File: src/rtl/sram_b_port_arbiter.sv
// sram_b_port_arbiter: two-client arbiter/sequencer for a 1w:1r sram_b macro.
// The write port and the read port are each granted independently with their
// own round-robin pointer. A read that hits the address being written in the
// same cycle is held off so it observes the new data. Read data returns through
// a 2-entry FIFO per client, and credit-based flow control keeps that FIFO from
// overflowing.
// Optional build macro SRAM_B_ARB_STATS_EN adds the STAT_CONFLICT counter output.
module sram_b_port_arbiter #(
    parameter int ABITS = 17,
    parameter int DBITS = 8
) (
    input  logic             CLK,
    input  logic             RST,
    input  logic             REQ0_VALID,
    output logic             REQ0_READY,
    input  logic             REQ0_WE,
    input  logic [ABITS-1:0] REQ0_A,
    input  logic [DBITS-1:0] REQ0_D,
    input  logic [DBITS-1:0] REQ0_WEM,
    input  logic             REQ1_VALID,
    output logic             REQ1_READY,
    input  logic             REQ1_WE,
    input  logic [ABITS-1:0] REQ1_A,
    input  logic [DBITS-1:0] REQ1_D,
    input  logic [DBITS-1:0] REQ1_WEM,
    output logic             RSP0_VALID,
    input  logic             RSP0_READY,
    output logic [DBITS-1:0] RSP0_Q,
    output logic             RSP1_VALID,
    input  logic             RSP1_READY,
    output logic [DBITS-1:0] RSP1_Q,
`ifdef SRAM_B_ARB_STATS_EN
    output logic [15:0]      STAT_CONFLICT,
`endif
    output logic             CE0,
    output logic             WE0,
    output logic [ABITS-1:0] A0,
    output logic [DBITS-1:0] D0,
    output logic [DBITS-1:0] WEM0,
    output logic             CE1,
    output logic [ABITS-1:0] A1,
    input  logic [DBITS-1:0] Q1
);

    // Per-client views of the request ports so both clients share one code path.
    logic [1:0]       vld, we, rrdy;
    logic [ABITS-1:0] a   [2];
    logic [DBITS-1:0] d   [2];
    logic [DBITS-1:0] wem [2];

    assign vld  = {REQ1_VALID, REQ0_VALID};
    assign we   = {REQ1_WE, REQ0_WE};
    assign rrdy = {RSP1_READY, RSP0_READY};
    assign a[0] = REQ0_A;   assign a[1] = REQ1_A;
    assign d[0] = REQ0_D;   assign d[1] = REQ1_D;
    assign wem[0] = REQ0_WEM; assign wem[1] = REQ1_WEM;

    logic             wr_prio, rd_prio;
    logic [1:0]       inflight;
    logic [1:0]       cnt  [2];
    logic [1:0]       rptr, wptr;
    logic [DBITS-1:0] fq   [2][2];

    logic [1:0]       wr_cand, wr_gnt, rd_base, rd_cand, rd_gnt, coll, credit, pop;
    logic [ABITS-1:0] wa;

    // Grant logic: write arbitration first, because its address gates reads.
    always_comb begin
        pop    = '0;
        credit = '0;
        coll   = '0;
        for (int i = 0; i < 2; i++) begin
            pop[i]    = (cnt[i] != 2'd0) & rrdy[i];
            // Slots committed (buffered + returning) after this cycle's pop.
            credit[i] = ({1'b0, cnt[i]} + {2'b0, inflight[i]} - {2'b0, pop[i]}) < 3'd2;
        end
        wr_cand   = vld & we & {2{~RST}};
        wr_gnt[0] = wr_cand[0] & (~wr_cand[1] | ~wr_prio);
        wr_gnt[1] = wr_cand[1] & (~wr_cand[0] |  wr_prio);
        wa        = wr_gnt[1] ? a[1] : a[0];
        rd_base   = vld & ~we & credit & {2{~RST}};
        for (int i = 0; i < 2; i++)
            coll[i] = rd_base[i] & (|wr_gnt) & (a[i] == wa);
        rd_cand   = rd_base & ~coll;
        rd_gnt[0] = rd_cand[0] & (~rd_cand[1] | ~rd_prio);
        rd_gnt[1] = rd_cand[1] & (~rd_cand[0] |  rd_prio);
    end

    assign REQ0_READY = wr_gnt[0] | rd_gnt[0];
    assign REQ1_READY = wr_gnt[1] | rd_gnt[1];

    // Memory ports follow the grants directly; an idle port drives all zeros.
    always_comb begin
        CE0  = |wr_gnt;
        WE0  = |wr_gnt;
        A0   = '0;
        D0   = '0;
        WEM0 = '0;
        CE1  = |rd_gnt;
        A1   = '0;
        if (|wr_gnt) begin
            A0   = wa;
            D0   = wr_gnt[1] ? d[1]   : d[0];
            WEM0 = wr_gnt[1] ? wem[1] : wem[0];
        end
        if (|rd_gnt)
            A1 = rd_gnt[1] ? a[1] : a[0];
    end

    assign RSP0_VALID = cnt[0] != 2'd0;
    assign RSP1_VALID = cnt[1] != 2'd0;
    assign RSP0_Q     = RSP0_VALID ? fq[0][rptr[0]] : '0;
    assign RSP1_Q     = RSP1_VALID ? fq[1][rptr[1]] : '0;

    // Priority pointers, inflight tracking and response FIFOs.
    always_ff @(posedge CLK) begin
        if (RST) begin
            wr_prio  <= 1'b0;
            rd_prio  <= 1'b0;
            inflight <= '0;
            rptr     <= '0;
            wptr     <= '0;
            cnt[0]   <= '0;
            cnt[1]   <= '0;
        end else begin
            if (|wr_gnt) wr_prio <= wr_gnt[0];
            if (|rd_gnt) rd_prio <= rd_gnt[0];
            inflight <= rd_gnt;
            for (int i = 0; i < 2; i++) begin
                if (inflight[i]) begin
                    fq[i][wptr[i]] <= Q1;
                    wptr[i]        <= ~wptr[i];
                end
                if (pop[i]) rptr[i] <= ~rptr[i];
                cnt[i] <= cnt[i] + {1'b0, inflight[i]} - {1'b0, pop[i]};
            end
        end
    end

`ifdef SRAM_B_ARB_STATS_EN
    // Saturating count of cycles where a read lost only to a same-address write.
    always_ff @(posedge CLK) begin
        if (RST)
            STAT_CONFLICT <= '0;
        else if ((|coll) && (STAT_CONFLICT != 16'hFFFF))
            STAT_CONFLICT <= STAT_CONFLICT + 16'd1;
    end
`endif

endmodule

File: config.mk
export PLATFORM = sky130hd
export DESIGN_NAME = sram_b_port_arbiter
export DESIGN_NICKNAME = d
export VERILOG_FILES = /design/src/rtl/sram_b_port_arbiter.sv
export SDC_FILE = /design/constraint.sdc
export NUM_CORES = 1
export LEC_CHECK = 0
export BUFFER_PORTS_ARGS = -buffer_cell sky130_fd_sc_hd__clkbuf_2
export CORE_AREA = 10 10 83 100
export CTS_CLUSTER_DIAMETER = 60
export DETAILED_ROUTE_END_ITERATION = 12
export DIE_AREA = 0 0 93 110
export GPL_ROUTABILITY_DRIVEN = 0
export GPL_TIMING_DRIVEN = 0
export PLACE_DENSITY_LB_ADDON = 0.08
export SYNTH_ARGS = -nofsm -noshare
export SYNTH_HDL_FRONTEND = slang
export SYNTH_SLANG_ARGS = --single-unit
File: constraint.sdc
create_clock -name CLK -period 3.8 [get_ports CLK]
set_input_delay 0.19 -clock CLK [delete_from_list [all_inputs] [get_ports CLK]]
set_output_delay 0.19 -clock CLK [all_outputs]
set_load 0.01 [all_outputs]
==> metrics.md <==
| Metric | Value |
|---|---|
| Outcome | finished, final reports clean |
| H-tree depth | 2 |
| WL/cell | about 16 µm |
| Vias | around 2800 |
| Highest routed layer | met4 |
| Hold WS | ~0.12 ns |
| Iteration count of the initial detailed-routing pass | 4 |
| Initial antenna violation count | 0 |
| Core area | roughly 6300 µm² |
| Largest cells by area after synthesis | edfxtp_1, dfxtp_1, nand2_1 |
| Worst Setup Path Type | flop to output port |
| F_max | about 290 MHz |
| Fin Setup TNS | 0 ns |
| Initial core utilization | a little over two fifths |
| Die H | roughly 110 µm |
| Final hold vios | 0 |
| Syn Area/Cell | between 9 and 10 µm² |
| Clk Latency, worst-skew pair | roughly 0.29 ns |
| Fin. max-slew vios | 0 |
| Reg clk slew, reported paths | around 0.08 ns |
| Leak | ~1.8 nW |
| Relative slew slack | approximately an eighth |
| WP data required | 3.61 ns |
| Ys async rst share | 0% |
| Register area share after synthesis | a little over two fifths |
| Syn Nets | just under 400 |
| Largest net degree at the start of global routing | 14 |
| # diodes | 0 |
| Max-cap violations | 0 |
| DRC viols | 0 |
| Met3 Routed Length | ~670 µm |
| Vias in the first global route | between 3000 and 4000 |
| Post-synth top flop | edfxtp_1 |
| First-pass GRT wire length | roughly 14000 µm |
| Cell area after synthesis | about 2800 µm² |
| Cells after Synth | roughly 300 |
| # setup viols final | 0 |
| Gr ovfl total | 0 |
| Clk buf depth | 2 |
| Std cell rows | 32 |
| Die Wd | 93 µm |
| WL met1 | between 3000 and 4000 µm |
| Cell Area, Placed | about 3700 µm² |
| Final cell count without fillers | roughly 560 |
| Most numerous cell in the Yosys netlist | nand2_1 |
| Via density | about 5.1 |
| Root Buffer | clkbuf_8 |
| Ports | 155 |
| CTS tree | yes |
| CP Max Fanout | 6 |
| Synth area leader | edfxtp_1 |
| Arrival @ worst endpoint | around 3.3 ns |
| Overall Power | between 1.5 and 2 mW |
| Worst Setup End Kind | output port |
| FF+latch count, synth | 44 |
| Layout cells sized above 1 | 38.0% |
| Sink Count | 44 |
| Number of buffers created by CTS | 5 |
| Top cell type's share of synthesized area | around 35% |
| Maximum VDD drop | roughly 0.23 mV |
| Clock Skews | ~0.0032 ns |
| Final min period | between 3 and 4 ns |
| Cts hold-fix bufs | 0 |
| Worst Hold Class | input port to flop |
| Power Dens Cells | 471 nW/µm² |
| Initial DRC Count | 87 |
| Synth Warn # | 0 |
| Startpoint types | flop |
| Routed met2 length | 4720 µm |
| Area growth from synthesis to layout | 38.2% |
| Die area | 10200 µm² |
| Antenna-violating nets left | 0 |
| Post-synth EDFFs | 32 |
| Worst-Margin Slew | roughly 1.3 ns |
| Overall routing resource usage | ~17% |
| Placed cells | between 500 and 600 |
| IO Port Bufs | about 150 |
| Placed wire-length estimate | approximately 7300 µm |
| RSZ-0062 raised after global routing | false |
| Wirelength, routed | ~9100 µm |
| Most instantiated cells after synthesis | nand2_1, nor2_1, a21oi_1 |
| Post-synthesis cell type count | 45 |
| Final clock period utilization by the worst path | 92.2% |
| Fin nets | 561 |
| Design area | approximately 3800 µm² |
## worst max-delay path, cell delays in order, from the launching register on
cell      delay (ns)
dfxtp_1         0.45
nor2_4          0.04
nor2b_1         0.20
ha_1            0.26
inv_1           0.05
ha_1            0.13
inv_1           0.05
fa_1            0.52
nor4bb_4        0.33
nand3_1         0.17
nor2_1          0.20
nor3_4          0.09
buf_4           0.17
a22o_1          0.23
clkbuf_2        0.13
## placed cells by master (no fill, tap or decap), drive strengths merged, types with 2 or more instances in the layout
master,netlist,final
edfxtp,32,32
and3b,2,2
buf,7,11
xor2,2,2
a21oi,36,36
nor3,3,3
nand2,54,54
clkbuf,10,170
nor2,42,42
mux2i,16,16
fa,2,2
a22o,17,17
nand3,2,2
ha,4,4
nor3b,2,2
nand2b,3,3
nor4,2,2
a2111o,3,3
xnor2,10,10
dfxtp,12,12
nor2b,14,14
inv,15,15
## layout make-up
| cell class | instances | area (µm²) |
|---|---|---|
| plain buffers | 17 | 88.8 |
| clock buffers | 6 | 72.6 |
| clock inverters | 2 | 35.0 |
| fillers | 612 | 2490 |
| inverters | 15 | 56.3 |
| multi-input cells | 232 | 1480 |
| flip-flops and latches | 44 | 1200 |
| well taps | 85 | 106 |
| repair buffers | 158 | 801 |
## stage by stage
step | setup slack, ns | utilization [%]
finish | 0.297 | 60.7
global route | 0.0147 | 60.7
CTS | 0.0140 | 60.1
detailed placement | -0.347 | 57.9
floorplan | 0.541 | -
global placement | -0.349 | 57.8
## power by group
group          internal, mW  switching [mW]  total [mW]
combinational         0.386           0.471       0.856
clock                 0.195           0.144       0.339
sequential            0.573          0.0407       0.614
total                  1.15           0.655        1.81
## registers in the layout, summed over array words and instances, names as in the netlist
register	count
rd_prio	1
wptr	2
rptr	2
fq	32
wr_prio	1
cnt	4
inflight	2
## repair_timing
action	in CTS	in global routing
resized for setup	4	4
setup endpoints to repair	18	18
endpoints found under the hold margin	0	0
setup buffers	2	2
pin swaps	1	2
## cell families after synthesis
family	count (synthesis)	share of synthesized area (%)
adders and majority gates	6	3.24
xor gates and xnor gates	12	3.78
and+or+nand+nor	132	22.3
muxes	16	5.76
buffers and inverters	32	5.22
AOI/OAI and AO/OA	66	16.5
DFF	44	43.2
## per-layer routing
layer | GRT usage, % | up-vias
li1 | - | 1404
met2 | 31.8 | 130
met4 | 5.85 | 0
met3 | 4.94 | 13
met5 | 0 | -
met1 | 18.5 | 1293
## worst paths after layout
kind | startpoint | end | slack [ns] | cells after the start
max reg2reg | cnt[0][1] | inflight[1] | 1.05 | 12
min | Q1[4] | fq[0][28] | 0.12 | 1
min reg2reg | wr_prio | wr_prio | 0.52 | 1
max | cnt[0][1] | A1[2] | 0.30 | 14
Note: power is estimated with default switching activity, not from simulation.
